`src/rtl/lex_permuter.sv`:
```
// -----------------------------------------------------------------------------
// lex_permuter
//
// Purpose:
//   Job-assignment generator for the worker/job cost search. It walks all N!
//   permutations of the job indices in lexicographic order, starting from
//   identity. For each permutation it issues N (W, J) index pairs, one per
//   cycle, with J = p[W]. Between bursts it advances p to the next
//   permutation in three fixed cycles (FIND, SWAP, REVERSE) and then waits
//   in WAIT for the next go.
//
// Optional feature:
//   `define PERM_COUNT_EN adds output perm_cnt[15:0], the saturating count of
//   completed bursts. Without the macro the port and counter do not exist.
//
// Ports:
//   clk        in   1      rising-edge clock
//   rst        in   1      asynchronous active-low reset
//   go         in   1      request next burst (only sampled in IDLE / WAIT)
//   ready      out  1      high in IDLE or WAIT
//   W          out  IDX_W  worker index of the current pair
//   J          out  IDX_W  job index of the current pair, p[W]
//   idx_valid  out  1      W/J valid this cycle
//   perm_done  out  1      pulse with the W = N-1 pair
//   all_done   out  1      level, the descending permutation has been issued
//   perm_cnt   out  16     completed bursts (PERM_COUNT_EN only)
//
// All outputs are flops loaded from next-state values, so go has no
// combinational path to any output.
// -----------------------------------------------------------------------------
module lex_permuter #(
   parameter int N     = 8,
   parameter int IDX_W = 3
) (
   input  logic             clk,
   input  logic             rst,
   input  logic             go,
   output logic             ready,
   output logic [IDX_W-1:0] W,
   output logic [IDX_W-1:0] J,
   output logic             idx_valid,
   output logic             perm_done,
   output logic             all_done
`ifdef PERM_COUNT_EN
   ,
   output logic [15:0]      perm_cnt
`endif
);

   localparam logic [IDX_W-1:0] LAST = IDX_W'(N - 1);

   typedef enum logic [2:0] {
      S_IDLE,
      S_ISSUE,
      S_FIND,
      S_SWAP,
      S_REVERSE,
      S_WAIT,
      S_DONE
   } state_t;

   state_t           r_state;
   state_t           w_state_nxt;
   logic [IDX_W-1:0] r_cnt;
   logic [IDX_W-1:0] w_cnt_nxt;
   logic [IDX_W-1:0] r_p     [N];
   logic [IDX_W-1:0] w_p_nxt [N];
   logic [IDX_W-1:0] r_piv;
   logic [IDX_W-1:0] w_piv;
   logic             w_found;
   logic [IDX_W-1:0] w_k;

   logic             r_ready;
   logic [IDX_W-1:0] r_W;
   logic [IDX_W-1:0] r_J;
   logic             r_valid;
   logic             r_pdone;
   logic             r_alldone;
   logic             w_valid_nxt;

   // Pivot search: the last ascending adjacent pair wins, giving the largest i.
   always_comb begin
      w_found = 1'b0;
      w_piv   = '0;
      for (int i = 0; i < N - 1; i++) begin
         if (r_p[i] < r_p[i + 1]) begin
            w_found = 1'b1;
            w_piv   = IDX_W'(i);
         end
      end
   end

   // Swap partner: largest k beyond the pivot whose value exceeds p[pivot].
   // The suffix after the pivot is descending, so one always exists.
   always_comb begin
      w_k = '0;
      for (int k = 0; k < N; k++) begin
         if ((k > int'(r_piv)) && (r_p[k] > r_p[r_piv])) begin
            w_k = IDX_W'(k);
         end
      end
   end

   // Permutation update for SWAP and REVERSE.
   always_comb begin
      for (int j = 0; j < N; j++) begin
         w_p_nxt[j] = r_p[j];
      end
      case (r_state)
         S_SWAP: begin
            for (int j = 0; j < N; j++) begin
               if (IDX_W'(j) == r_piv) begin
                  w_p_nxt[j] = r_p[w_k];
               end else if (IDX_W'(j) == w_k) begin
                  w_p_nxt[j] = r_p[r_piv];
               end
            end
         end
         S_REVERSE: begin
            // One mirror network per possible pivot keeps every index constant.
            for (int pv = 0; pv < N - 1; pv++) begin
               if (r_piv == IDX_W'(pv)) begin
                  for (int j = pv + 1; j < N; j++) begin
                     w_p_nxt[j] = r_p[N + pv - j];
                  end
               end
            end
         end
         default: begin
         end
      endcase
   end

   // Next-state logic.
   always_comb begin
      w_state_nxt = r_state;
      w_cnt_nxt   = r_cnt;
      case (r_state)
         S_IDLE, S_WAIT: begin
            if (go) begin
               w_state_nxt = S_ISSUE;
               w_cnt_nxt   = '0;
            end
         end
         S_ISSUE: begin
            if (r_cnt == LAST) begin
               w_state_nxt = S_FIND;
               w_cnt_nxt   = '0;
            end else begin
               w_cnt_nxt = r_cnt + IDX_W'(1);
            end
         end
         S_FIND: begin
            w_state_nxt = w_found ? S_SWAP : S_DONE;
         end
         S_SWAP: begin
            w_state_nxt = S_REVERSE;
         end
         S_REVERSE: begin
            w_state_nxt = S_WAIT;
         end
         S_DONE: begin
            w_state_nxt = S_DONE;
         end
         default: begin
            w_state_nxt = S_IDLE;
            w_cnt_nxt   = '0;
         end
      endcase
   end

   assign w_valid_nxt = (w_state_nxt == S_ISSUE);

   // State, permutation and pivot registers.
   always_ff @(posedge clk or negedge rst) begin
      if (!rst) begin
         r_state <= S_IDLE;
         r_cnt   <= '0;
         r_piv   <= '0;
         for (int j = 0; j < N; j++) begin
            r_p[j] <= IDX_W'(j);
         end
      end else begin
         r_state <= w_state_nxt;
         r_cnt   <= w_cnt_nxt;
         if (r_state == S_FIND) begin
            r_piv <= w_piv;
         end
         for (int j = 0; j < N; j++) begin
            r_p[j] <= w_p_nxt[j];
         end
      end
   end

   // Registered Moore outputs. p is stable whenever the next state is ISSUE,
   // so J can be looked up from the current p. W/J read 0 outside a burst.
   always_ff @(posedge clk or negedge rst) begin
      if (!rst) begin
         r_ready   <= 1'b1;
         r_W       <= '0;
         r_J       <= '0;
         r_valid   <= 1'b0;
         r_pdone   <= 1'b0;
         r_alldone <= 1'b0;
      end else begin
         r_ready   <= (w_state_nxt == S_IDLE) || (w_state_nxt == S_WAIT);
         r_W       <= w_valid_nxt ? w_cnt_nxt : '0;
         r_J       <= w_valid_nxt ? r_p[w_cnt_nxt] : '0;
         r_valid   <= w_valid_nxt;
         r_pdone   <= w_valid_nxt && (w_cnt_nxt == LAST);
         r_alldone <= (w_state_nxt == S_DONE);
      end
   end

   assign ready     = r_ready;
   assign W         = r_W;
   assign J         = r_J;
   assign idx_valid = r_valid;
   assign perm_done = r_pdone;
   assign all_done  = r_alldone;

`ifdef PERM_COUNT_EN
   logic [15:0] r_perm_cnt;

   // Counts on the perm_done cycle, so the total is visible from FIND onward.
   always_ff @(posedge clk or negedge rst) begin
      if (!rst) begin
         r_perm_cnt <= '0;
      end else if (r_pdone && (r_perm_cnt != 16'hFFFF)) begin
         r_perm_cnt <= r_perm_cnt + 16'd1;
      end
   end

   assign perm_cnt = r_perm_cnt;
`endif

   // Every value 0..N-1 must appear somewhere in p.
   logic [N-1:0] w_seen;

   always_comb begin
      w_seen = '0;
      for (int v = 0; v < N; v++) begin
         for (int k = 0; k < N; k++) begin
            if (r_p[k] == IDX_W'(v)) begin
               w_seen[v] = 1'b1;
            end
         end
      end
   end

   a_p_is_perm : assert property (@(posedge clk) disable iff (!rst) (&w_seen));

endmodule

```
`config.mk`:
```
export PLATFORM = sky130hd
export DESIGN_NAME = lex_permuter
export DESIGN_NICKNAME = d
export VERILOG_FILES = /design/src/rtl/lex_permuter.sv
export SDC_FILE = /design/constraint.sdc
export NUM_CORES = 1
export LEC_CHECK = 0
export ABC_CLOCK_PERIOD_IN_PS = 3600
export BUFFER_PORTS_ARGS = -buffer_cell sky130_fd_sc_hd__buf_2
export CAP_MARGIN = 20
export CORE_MARGIN = 8
export CORE_UTILIZATION = 51
export DETAILED_ROUTE_END_ITERATION = 12
export GPL_TIMING_DRIVEN = 0
export PLACE_DENSITY_LB_ADDON = 0.25
export SETUP_SLACK_MARGIN = 0.3
export SYNTH_ARGS = -nofsm -noshare
export SYNTH_HDL_FRONTEND = slang
export SYNTH_SLANG_ARGS = --single-unit
export TNS_END_PERCENT = 20
```
`constraint.sdc`:
```
create_clock -name clk -period 3.6 [get_ports clk]
set_clock_uncertainty 0.05 [all_clocks]
set_input_delay 0.54 -clock clk [delete_from_list [all_inputs] [get_ports clk]]
set_output_delay 0.54 -clock clk [all_outputs]
set_load 0.03 [all_outputs]
```
## Yosys cells after proc, flatten, opt, wreduce, memory -nomap -nowiden

Cells that the tools add are included.
W data, S select, Z words.

| storage, ports and cells | value |
|---|---|
| word-level logic and storage cells | 182 |
| output and inout port bits | 10 |
| latch bits | 0 |
| ROM bits | 0 |
| memories | 0 |
| bits in writable memories | 0 |
| register bits | 43 |

| operators by class | value |
|---|---|
| reduce and logical (&&, ||, !) cells | 25 |
| equal/unequal tests | 48 |
| multiply operators | 0 |
| magnitude comparators | 24 |
| bitwise operators | 3 |
| multiplexer cells | 64 |
| divide/modulo/power cells | 0 |
| add/sub/neg operators | 1 |
| shift operators | 0 |

Operator list:

| cell | number |
|---|---|
| $mux W3 | 40 |
| $mux W21 | 2 |
| $pmux W21 S2 | 1 |
| $mux W18 | 2 |
| $eq A3 B3 Y1 const B | 10 |
| $bmux W3 S3 | 3 |
| $ne A3 B3 Y1 const B | 9 |
| $eq A3 B3 Y1 const A | 8 |
| $gt A3 B3 Y1 | 7 |
| $lt A3 B3 Y1 | 7 |
| $pmux W3 S6 | 1 |
| $mux W15 | 1 |
| $eq A2 B3 Y1 const A | 4 |
| $eq A3 B2 Y1 const B | 4 |
| $ge A4 B4 Y1 const B | 3 |
| $gt A3 B3 Y1 const A | 4 |
| $logic_not A3 Y1 | 4 |
| $mux W12 | 1 |
| $ne A4 B4 Y1 const B | 3 |
| $not A3 Y4 | 3 |
| $reduce_and A3 Y1 | 4 |
| $reduce_and A4 Y1 | 3 |
| $eq A3 B1 Y1 const B | 3 |
| $mux W1 | 9 |
| other kinds (18) | 29 |

## Depth between registers and ports, before layout

| depth | value |
|---|---|
| depth after elaboration | 19 |
| depth in mapped cells | 18 |
| gate-level depth less buffers | 15 |

## Worst setup path before layout

Ideal clock, no wire load.

| path | value |
|---|---|
| kind | flip-flop to flip-flop |
| start point | reg r_piv[1] |
| end point | reg r_p[5] in the netlist's numbering |
| library setup time | 0.088 ns |
| cell stages (with the launch flop) | 16 |
| period minus slack after synthesis | 3.863 ns |
| required time | 3.462 ns |
| arrival time | 3.725 ns |
| path slack | -0.263 ns |
| path buffers | 2 |
| cells stage by stage | dfrtp_1 buf_6 buf_2 o21ai_0 a21oi_1 o21ai_0 inv_1 ha_1 nor2b_1 a221oi_2 a211o_4 nand2_1 or4_1 a31oi_4 o22ai_1 a221oi_2 |

| between the ends | value |
|---|---|
| longest elaborated chain between the ends | 19 |

RTL lines:

| element | RTL line | source |
|---|---|---|
| from (decl) | 68 | `logic [IDX_W-1:0] r_piv;` |
| from (signal assigned) | 187 | `r_piv <= w_piv;` |
| $not A3 Y4 (not written as such) | 98, 115 |  |
| $bmux W3 S3 | 98, 115 |  |
| $mux W3 (not written as such) (2 in series) | 98, 115 |  |
| $gt A3 B3 Y1 | 98 | `if ((k > int'(r_piv)) && (r_p[k] > r_p[r_piv])) begin` |
| $logic_and A1 B1 Y1 | 98 |  |
| $mux W1 | 98 |  |
| $mux W3 (6 in series) | 98 |  |
| $not A3 Y4 (not written as such) | 113 | `w_p_nxt[j] = r_p[w_k];` |
| $bmux W3 S3 | 113 |  |
| $mux W3 (not written as such) (2 in series) | 113 |  |
| $mux W3 | 112 | `if (IDX_W'(j) == r_piv) begin` |
| $pmux W21 S2 | 109 | `case (r_state)` |
| to (signal, indexed assignment) | 181 | `r_p[j] <= IDX_W'(j);` |
| to (signal, indexed assignment) | 190 | `r_p[j] <= w_p_nxt[j];` |
| to (decl) | 66 | `logic [IDX_W-1:0] r_p [N];` |

Several ways; a longest one is shown, not always the timed one. The select of a mux whose other input is x is not followed.
A chain may end at the register's enable or synchronous reset.

## Final worst setup path

| path | value |
|---|---|
| start point | reg r_p[4] in the netlist's numbering |
| end point | reg r_p[17] in the netlist's numbering |

| between the ends | value |
|---|---|
| longest elaborated chain between the ends | 18 |

RTL lines:

| element | RTL line |
|---|---|
| $bmux W3 S3 | 98 |
| $mux W3 (not written as such) (2 in series) | 98 |
| $gt A3 B3 Y1 | 98 |
| $logic_and A1 B1 Y1 | 98 |
| $mux W1 | 98 |
| $mux W3 (5 in series) | 98 |
| $mux W3 * | 98 |
| $not A3 Y4 (not written as such) | 113 |
| $bmux W3 S3 | 113 |
| $mux W3 (not written as such) (2 in series) | 113 |
| $mux W3 | 112 |
| $pmux W21 S2 | 109 |

Mark *: on every way between the ends. The rest lies on a longest branch, timed or not. The select of a mux whose other input is x is not followed.

==> metrics.yaml <==
logic_synthesis:
  ys_seq_area_share_pct: 24.7
  synth.area.mux_share_pct: 4.70
  netlist_top_cells_area: "dfrtp_1 17%, ha_1 10%, dfstp_2 7.7%"
  post_synth_and_or_nand_nor_area_fraction_pct: 19.8
  synthCells: 569
  syn_nets: 609
  synth_top_family_by_area: "compound AO/OA/AOI/OAI gates"
  yosysTopAreaCell: "dfrtp_1"
  syn_area_per_cell_um2: 7.77
  synthXorXnorAreaFrac_pct: 0
  synth_top_area_share_pct: 17.0
  ys_ff_latch: 43
  synthAdderAreaFrac_pct: 10.5
  synth_enable_flop_cells: 0
  synth-main-ff-cell: "dfrtp_1"
  synth_area_um2: 4420
  synth-compound-area-share_pct: 34.3
  ys_async_sr_fraction_pct: 100
  synth_warnings: 0
  ys_types: 63
route:
  routed_wl_mm: 20.7
  drt-wirelength-per-cell_um: 27.1
  wl_met1_mm: 7.51
  vias: 5414
  drtIter0Drc: 733
  first_pass_iters: 6
  vias_per_cell: 7.10
  drcViolationCount: 0
  wl_met3_mm: 2.61
  postRouteAntennaNets: 0
  maxUsedRoutingLayer: "met4"
  wl_met2_mm: 8.85
clock_tree:
  cts_buffer_depth: 2
  cts_hold_buf: 0
  insertion_delay_ns: 0.32
  cts.clk_slew.worst_paths_ns: 0.11
  cts-root-buf: "clkbuf_8"
  cts_made_buffers: 5
  cts_max_level: 2
  cts_tree: "built"
  cts_num_sinks: 43
finish:
  fillers: 655
  final_net_count: 694
  fin_util_pct: 71.1
  antennaDiodeCount: 0
  stdcell_count: 763
  synthToLayoutAreaGrowth_pct: 37.5
  drive_above_1_share_pct: 35.7
sta:
  clock.fmax_ghz: 0.264
  timing.final.ws_setup_ns: -0.192
  relSlewSlack_pct: 23.0
  rsz0062_at_grt: "true"
  fin_tns_setup_ns: -2.92
  min_period_over_period_pct: 105
  setup_viol: 24
  worst_pin_slew_ns: 1.15
  fin_crit_ns: 3.79
  hold_viol_final: 4
  holdWs_ns: -0.00211
  maxSlewViolCount: 0
placement:
  post-dp-hpwl_mm: 12.8
  globalplace.congestion: 0.976
  numPlacedInstances: 689
  placement.io_buffers: 12
  dp_worst_setup_slack_ns: -0.690
floorplan:
  rows: 34
  core_um2: 8550
  initial_core_util_pct: 51.7
  die_x_um: 109
  pin_count: 13
  dieArea_um2: 11900
  die_y_um: 109
job:
  cap_viol_max_count: 0
setup_path:
  end_kind: "flop"
  reg2reg_slack_ns: -0.19
  start_kind: "flop"
  crit_required_ns: 3.78
  setup.worst_path.start: "r_p[4]"
  critPathMaxFanout: 8
  rr_startpoint: "r_p[4]"
  worst-endpoint-arrival_ns: 3.97
  worst-setup-path-type: "flop to flop"
outcome:
  violations: "negative hold slack, negative setup slack"
  status: "finished, violations left"
grt:
  grt_max_degree: 44
  grt.overflow.total: 0
  grt_pass1_wl_mm: 30.1
  antenna_found_initial: 0
  grt_pass1_vias: 5190
  grt_use_total_pct: 33.7
worst_hold_path:
  min_path_type: "input pin to asynchronous set/reset pin"
==> cells in the mapped netlist, drive strengths merged (3+ instances only) <==
cell type	instances
a21oi	46
nand2	74
nand3	10
a211o	3
dfrtp	30
inv	38
a21o	3
and3	7
a221oi	16
a31oi	6
mux2i	14
nand4	4
o22ai	11
nor2b	9
ha	37
o21ai	48
a311oi	4
or3	3
nand2b	11
o21a	6
o211ai	20
a21boi	5
dfstp	13
buf	13
o2111ai	3
a22oi	7
o221ai	4
nor2	49
nor3	12
a211oi	14
clkbuf	16
o31ai	7
==> path summary, 6_finish.rpt <==
check / to / cells past startpoint
worst max register to register: r_p[17] / 16
worst min register to register: W[0] / 1
worst max-delay path: r_p[17] / 16
worst min-delay path: all_done / 1
max in group asynchronous: r_p[11] / 2
min in group clk: W[0] / 1
==> worst max-delay path: stages, from the launching register on <==
cell	delay (ns)
dfstp_2	0.74
nand2_1	0.15
o21ai_2	0.17
o21ai_2	0.10
nand2_4	0.17
clkinv_8	0.11
ha_1	0.32
nor2b_4	0.17
o21ai_4	0.08
a211o_4	0.38
buf_4	0.16
o21ai_0	0.15
o22ai_2	0.17
a31oi_4	0.31
buf_12	0.16
nand2_1	0.06
a221oi_2	0.24
==> layer usage <==
| metal | vias to the layer above | GRT usage (%) |
|---|---|---|
| met5 | - | 0 |
| met4 | 0 | 25.7 |
| met3 | 138 | 9.04 |
| met2 | 480 | 50.4 |
| met1 | 2499 | 40.4 |
| li1 | 2297 | - |
==> area by class of cell <==
cell class / instances / area, µm² / area share (%)
buffer: 29 / 199 / 3.27
timing repair buffer: 78 / 646 / 10.6
sequential: 43 / 1100 / 18.0
tap: 108 / 135 / 2.22
clock inverter: 3 / 23.8 / 0.391
multi-input combinational: 459 / 3740 / 61.6
clock buffer: 5 / 68.8 / 1.13
inverter: 38 / 166 / 2.74
==> through the flow <==
step                cell area [µm²]  hold WS, ns
floorplan                      4560        0.194
CTS                            5730        0.369
global route                   6080      0.00164
global placement               4750        0.456
detailed placement             4750        0.473
finish                         6080     -0.00211
==> cell usage in the layout, fill, tap and decap left out, drive strengths merged, types with 13 or more instances in the layout <==
cell	Yosys	final
a211oi	14	14
a21oi	46	46
a221oi	16	16
buf	13	90
clkbuf	16	22
dfrtp	30	30
dfstp	13	13
ha	37	37
inv	38	37
mux2i	14	14
nand2	74	74
nor2	49	49
o211ai	20	20
o21ai	48	48
==> flip-flops by register name, indices dropped and copies added (netlist names) <==
register	flops
W	3
r_piv	3
perm_done	1
r_p	24
r_cnt	3
idx_valid	1
J	3
all_done	1
r_state	3
ready	1
==> cells by family after synthesis <==
group	Yosys count
adder cells (fa/ha/maj)	37
multiplexers	18
AND/OR/NAND/NOR	190
flip-flops	43
buffers and inverters	67
AO/OA/AOI/OAI	214
==> timing repair <==
action / in CTS / in global routing
buffers inserted: 55 / 10
setup endpoints to repair: 24 / 24
pin swaps: 53 / 32
gates resized for setup: 87 / 52
hold endpoints to repair: 0 / 0
Power is left out: the tool's default activity adds up to more than one toggle a clock period on the data nets, which glitch-free logic cannot reach.
